==> src/rtl/interval_timer_ctrl_pkg.sv <==
// Shared definitions for the interval timer: FSM state encodings visible on o_state.
package interval_timer_ctrl_pkg;

  typedef enum logic [1:0] {
    ST_IDLE  = 2'd0,
    ST_RUN   = 2'd1,
    ST_PAUSE = 2'd2,
    ST_DONE  = 2'd3
  } state_t;

endpackage

==> src/rtl/counter_mod_n.sv <==
// Library modulo-N counter: counts 0..N-1 while enabled and flags the wrapping cycle.
module counter_mod_n #(
  parameter int N = 10
) (
  input  logic i_clk,
  input  logic i_reset,
  input  logic i_enable,
  output logic o_wrap
);

  localparam int CW = (N > 1) ? $clog2(N) : 1;

  logic [CW-1:0] count_q;

  // Wrap is combinational so the parent sees it in the same cycle as the terminal count.
  assign o_wrap = i_enable && (count_q == CW'(N - 1));

  always_ff @(posedge i_clk) begin
    if (i_reset) begin
      count_q <= '0;
    end else if (i_enable) begin
      count_q <= o_wrap ? '0 : count_q + CW'(1);
    end
  end

endmodule

==> src/rtl/interval_timer_ctrl.sv <==
// Programmable interval timer: prescaled down-counter sequenced by start/stop/clear,
// with one-shot or auto-reload operation, a registered done pulse and a sticky irq.
module interval_timer_ctrl #(
  parameter int PRESCALE = 25000,
  parameter int WIDTH    = 16
) (
  input  logic             i_clk,
  input  logic             i_reset,
  input  logic             i_start,
  input  logic             i_stop,
  input  logic             i_clear,
  input  logic             i_reload,
  input  logic [WIDTH-1:0] i_period,
  input  logic             i_irq_ack,
  output logic [WIDTH-1:0] o_count,
  output logic [1:0]       o_state,
  output logic             o_busy,
  output logic             o_done,
  output logic             o_irq
);

  import interval_timer_ctrl_pkg::*;

  state_t           state_q, state_d;
  logic [WIDTH-1:0] count_q, count_d;
  logic [WIDTH-1:0] period_q, period_d;
  logic             mode_q, mode_d;
  logic             done_q, done_d;
  logic             irq_q, irq_d;

  logic idle_like;
  logic start_cmd;
  logic start_load;
  logic enable;
  logic tick;
  logic pre_reset;

  // Command decode with clear > stop > start priority.
  always_comb begin
    idle_like  = (state_q == ST_IDLE) || (state_q == ST_DONE);
    start_cmd  = i_start && !i_stop && !i_clear;
    start_load = start_cmd && idle_like && (i_period != '0);
    enable     = (state_q == ST_RUN) && !i_stop && !i_clear;
    pre_reset  = i_reset || i_clear || start_load;
  end

  counter_mod_n #(
    .N(PRESCALE)
  ) u_prescaler (
    .i_clk   (i_clk),
    .i_reset (pre_reset),
    .i_enable(enable),
    .o_wrap  (tick)
  );

  always_comb begin
    state_d  = state_q;
    count_d  = count_q;
    period_d = period_q;
    mode_d   = mode_q;
    done_d   = 1'b0;
    irq_d    = irq_q && !i_irq_ack;

    if (i_clear) begin
      state_d = ST_IDLE;
      count_d = '0;
    end else begin
      case (state_q)
        ST_IDLE, ST_DONE: begin
          if (start_load) begin
            period_d = i_period;
            mode_d   = i_reload;
            count_d  = i_period;
            state_d  = ST_RUN;
          end
        end
        ST_RUN: begin
          if (i_stop) begin
            state_d = ST_PAUSE;
          end else if (tick) begin
            if (count_q > WIDTH'(1)) begin
              count_d = count_q - WIDTH'(1);
            end else begin
              // Expiry: an ack in this same cycle must not hide the new event.
              done_d = 1'b1;
              irq_d  = 1'b1;
              if (mode_q) begin
                count_d = period_q;
              end else begin
                count_d = '0;
                state_d = ST_DONE;
              end
            end
          end
        end
        ST_PAUSE: begin
          if (start_cmd) begin
            state_d = ST_RUN;
          end
        end
      endcase
    end
  end

  always_ff @(posedge i_clk) begin
    if (i_reset) begin
      state_q  <= ST_IDLE;
      count_q  <= '0;
      period_q <= '0;
      mode_q   <= 1'b0;
      done_q   <= 1'b0;
      irq_q    <= 1'b0;
    end else begin
      state_q  <= state_d;
      count_q  <= count_d;
      period_q <= period_d;
      mode_q   <= mode_d;
      done_q   <= done_d;
      irq_q    <= irq_d;
    end
  end

  assign o_count = count_q;
  assign o_state = state_q;
  assign o_busy  = (state_q == ST_RUN) || (state_q == ST_PAUSE);
  assign o_done  = done_q;
  assign o_irq   = irq_q;

endmodule

==> config.mk <==
export PLATFORM = sky130hd
export DESIGN_NAME = interval_timer_ctrl
export DESIGN_NICKNAME = d
export VERILOG_FILES = /design/src/rtl/interval_timer_ctrl_pkg.sv /design/src/rtl/counter_mod_n.sv /design/src/rtl/interval_timer_ctrl.sv
export SDC_FILE = /design/constraint.sdc
export NUM_CORES = 1
export LEC_CHECK = 0
export CORE_ASPECT_RATIO = 1.25
export CORE_UTILIZATION = 50
export CTS_BUF_LIST = sky130_fd_sc_hd__clkbuf_4 sky130_fd_sc_hd__clkbuf_8 sky130_fd_sc_hd__clkbuf_16
export CTS_CLUSTER_DIAMETER = 150
export CTS_CLUSTER_SIZE = 20
export DETAILED_ROUTE_END_ITERATION = 10
export PLACE_DENSITY = 0.71
export SYNTH_ARGS = -nofsm -noshare
export SYNTH_HDL_FRONTEND = slang
export SYNTH_HIERARCHICAL = 1
export SYNTH_SLANG_ARGS = --single-unit
==> constraint.sdc <==
create_clock -name i_clk -period 3.5 [get_ports i_clk]
set_input_delay 0.35 -clock i_clk [delete_from_list [all_inputs] [get_ports i_clk]]
set_output_delay 0.35 -clock i_clk [all_outputs]
set_load 0.03 [all_outputs]
==> impl_metrics.env <==
export IMPL_layout_drive_gt1_share=0.0648
export IMPL_root_buffer="clkbuf_8"
export IMPL_fillCellCount=498
export IMPL_die_height_um=86.5
export IMPL_total_power_mw=1.25
export IMPL_diodes=0
export IMPL_drc=0
export IMPL_worstMarginPinSlew_ns=0.620
export IMPL_arrival_ns=3.38
export IMPL_crit_type="flop to flop"
export IMPL_r2r_end="o_count[15]"
export IMPL_period_share=0.906
export IMPL_synth_nets=378
export IMPL_dieArea_sq_um=6030
export IMPL_p_leak_nw=1.31
export IMPL_synth_xor_area_share=0.0613
export IMPL_yosysTopAreaCell="dfxtp_1"
export IMPL_yosysTopAreaCellShare=0.364
export IMPL_clock_latency_ns=0.30
export IMPL_cts_buffers_inserted=5
export IMPL_p_comb_frac=0.173
export IMPL_core_area_sq_um=5480
export IMPL_wl_per_cell_um=16.0
export IMPL_antenna_found_initial=0
export IMPL_outcome="finished clean"
export IMPL_cts_resized_gates=0
export IMPL_syn_inst=350
export IMPL_ys_seq_elements=52
export IMPL_ys_types=55
export IMPL_grt_max_degree=41
export IMPL_setup_ws_ns=0.331
export IMPL_holdBufCountCts=0
export IMPL_rsz0062_at_grt="no"
export IMPL_die_w_um=69.6
export IMPL_synth_compound_area_frac=0.161
export IMPL_hold_class="flop to flop"
export IMPL_dp_slack_ns=0.0529
export IMPL_r2r_cells=12
export IMPL_critPathMaxFanout=21
export IMPL_start_kind="flop"
export IMPL_syn_to_final_growth_pct=19.8
export IMPL_dp_hpwl_mm=5.26
export IMPL_first_global_vias=2559
export IMPL_post_route_min_period_ns=3.17
export IMPL_synth_edff_count=0
export IMPL_worstPathRequired_ns=3.71
export IMPL_pin_count=44
export IMPL_route_vias_total=2666
export IMPL_fp_row_count=30
export IMPL_fin_skew_ns=0.00260
export IMPL_clkTransAtPathRegs_ns=0.09
export IMPL_drt_first_iter_violations=124
export IMPL_ff2ff_setup_slack_ns=0.33
export IMPL_synth_top_family_by_area="simple AND/OR/NAND/NOR gates"
export IMPL_cts_sinks=52
export IMPL_wirelength_mm=7.20
export IMPL_muxShareOfSynthArea=0.0630
export IMPL_grt_pass1_wl_mm=11.9
export IMPL_synth_warnings=6
export IMPL_min_path_cells=2
export IMPL_ys_seq_area_frac=0.364
export IMPL_grtUsageTotal=0.248
export IMPL_cts_setup_buffers=0
export IMPL_switching_share=0.271
export IMPL_p_sw_mw=0.338
export IMPL_fin_tns_setup_ns=0
export IMPL_peakVddDrop_mv=0.198
export IMPL_layout_nets=413
export IMPL_drtPass1Iterations=4
export IMPL_cts_tree="built"
export IMPL_viasPerCell=5.92
export IMPL_gp_congestion=0.843
export IMPL_seqPwrFrac=0.493
export IMPL_io_buffers=43
export IMPL_synthFlopType="dfxtp_1"
export IMPL_synthesis_area_sq_um=2860
export IMPL_r2r_start="o_state[0]"
export IMPL_hold_end="o_irq"
export IMPL_clock_fmax_mhz=316
export IMPL_htreeDepth=2
export IMPL_worstHoldStart="o_irq"
export IMPL_avgSynthCellArea_sq_um=8.17
export IMPL_multiInputGateArea_sq_um=1680
export IMPL_maxCapViolCount=0
export IMPL_initial_utilization=0.522
export IMPL_hold_viol_final=0
export IMPL_cp_end_kind="flop"
export IMPL_grt_ovfl_total=0
export IMPL_internal_power_mw=0.910
export IMPL_synth_area_top_cells="dfxtp_1 36%, mux2i_1 6.3%, nor2_1 6.2%"
export IMPL_yosys_area_share_adder=0.0219
export IMPL_ant_nets=0
export IMPL_seq_area_sq_um=1040
export IMPL_slew_viol_final=0
export IMPL_clkPwrFrac=0.334
export IMPL_synthSimpleGateAreaFrac=0.281
export IMPL_relSlewSlack=0.586
export IMPL_pwr_density_cell_nw_per_um2=364
export IMPL_setup_viol=0
export IMPL_async_reset_ff_frac=0
export IMPL_yosysMostFrequentCell="dfxtp_1"
export IMPL_synth_common_cells="52 x dfxtp_1, 47 x nor2_1, 31 x nand2_1"
export IMPL_cts_path_max_buffers=2
[final cells by class]
type                    count  share of cell area
flip-flops and latches     52               0.304
repair buffers             49               0.139
inverters                  10              0.0110
clock inverters             2              0.0102
multi-input cells         267               0.491
clock buffers               6              0.0223
well taps                  64              0.0234
[metal layers]
metal  track usage  up-vias  routed length (um)
met3        0.0267       13                 279
li1              -     1323                   -
met5             0        -                   0
met2         0.488       68                3850
met1         0.266     1262                2900
met4         0.104        0                 171
[power groups by stage]
stage / sequential (mW) / combinational [mW] / clock [mW]
after floorplan: 0.632 / 0.134 / 0
after global placement: 0.628 / 0.215 / 0
after detailed placement: 0.628 / 0.215 / 0
after CTS: 0.614 / 0.216 / 0.422
after global routing: 0.616 / 0.237 / 0.447
final: 0.614 / 0.216 / 0.417
[layout by cell type, fill, tap and decap left out, drive strengths merged, types with 2 or more instances in the layout]
cell           synthesis  layout
a21oi                  9       9
a311oi                 2       2
a31o                   4       4
a31oi                 11      11
a32o                   2       2
and3                   3       3
buf                    8       6
clkbuf                13       6
clkdlybuf4s50          0      43
dfxtp                 52      52
ha                     5       5
inv                   10      10
mux2i                 18      18
nand2                 32      32
nand2b                 9       9
nand3                 19      19
nand3b                 2       2
nand4                  5       5
nand4b                 3       3
nor2                  47      47
nor2b                  3       3
nor3                   5       5
nor3b                  4       4
nor4                  11      11
o211ai                 6       6
o21ai                 21      21
o31ai                  3       3
o32ai                  2       2
or2                    2       2
or4                    5       5
xnor2                 12      12
xor2                   8       8
[through the flow]
stage,std cells,utilization,cell area (sq um),hold slack [ns]
after floorplan,350,-,2860,0.455
after global placement,442,0.605,3310,0.470
after detailed placement,442,0.605,3310,0.479
after CTS,450,0.625,3430,0.506
after global routing,450,0.625,3430,0.529
final,450,0.625,3430,0.496
[worst max path at each step]
stage          startpoint          end  slack (ns)  cells past startpoint
5_1_grt        o_state[0]  o_count[15]        0.04                     12
6_report       o_state[0]  o_count[15]        0.33                     12
3_3_place_gp       i_stop  o_count[15]        0.17                     12
3_5_place_dp       i_stop  o_count[15]        0.05                     12
2_1_floorplan  o_state[0]  o_count[12]        0.63                     13
4_1_cts        o_state[0]  o_count[15]        0.35                     12
[registers in the layout, summed over array words and instances (netlist names)]
| signal | count |
|---|---|
| mode_q | 1 |
| o_count | 16 |
| o_done | 1 |
| o_irq | 1 |
| o_state | 2 |
| period_q | 16 |
| u_prescaler/count_q | 15 |
[critical path, cell delays in order, from the launching register on]
cell and delay, ns:
dfxtp_1 0.39, ha_1 0.18, nor2b_1 0.22, nor2b_1 0.45
nand4_1 0.32, nand4b_1 0.36, inv_1 0.15, inv_1 0.05
a21oi_1 0.21, a21boi_1 0.19, buf_4 0.24, nand2_1 0.07
a31o_2 0.24
[kinds of logic after synthesis]
family / count (synthesis)
flip-flops: 52
XOR/XNOR: 20
adder cells (fa/ha/maj): 5
buffers and inverters: 31
AO/OA/AOI/OAI: 69
AND/OR/NAND/NOR: 155
multiplexers: 18
No activity file was read; power rests on OpenSTA's default activity.
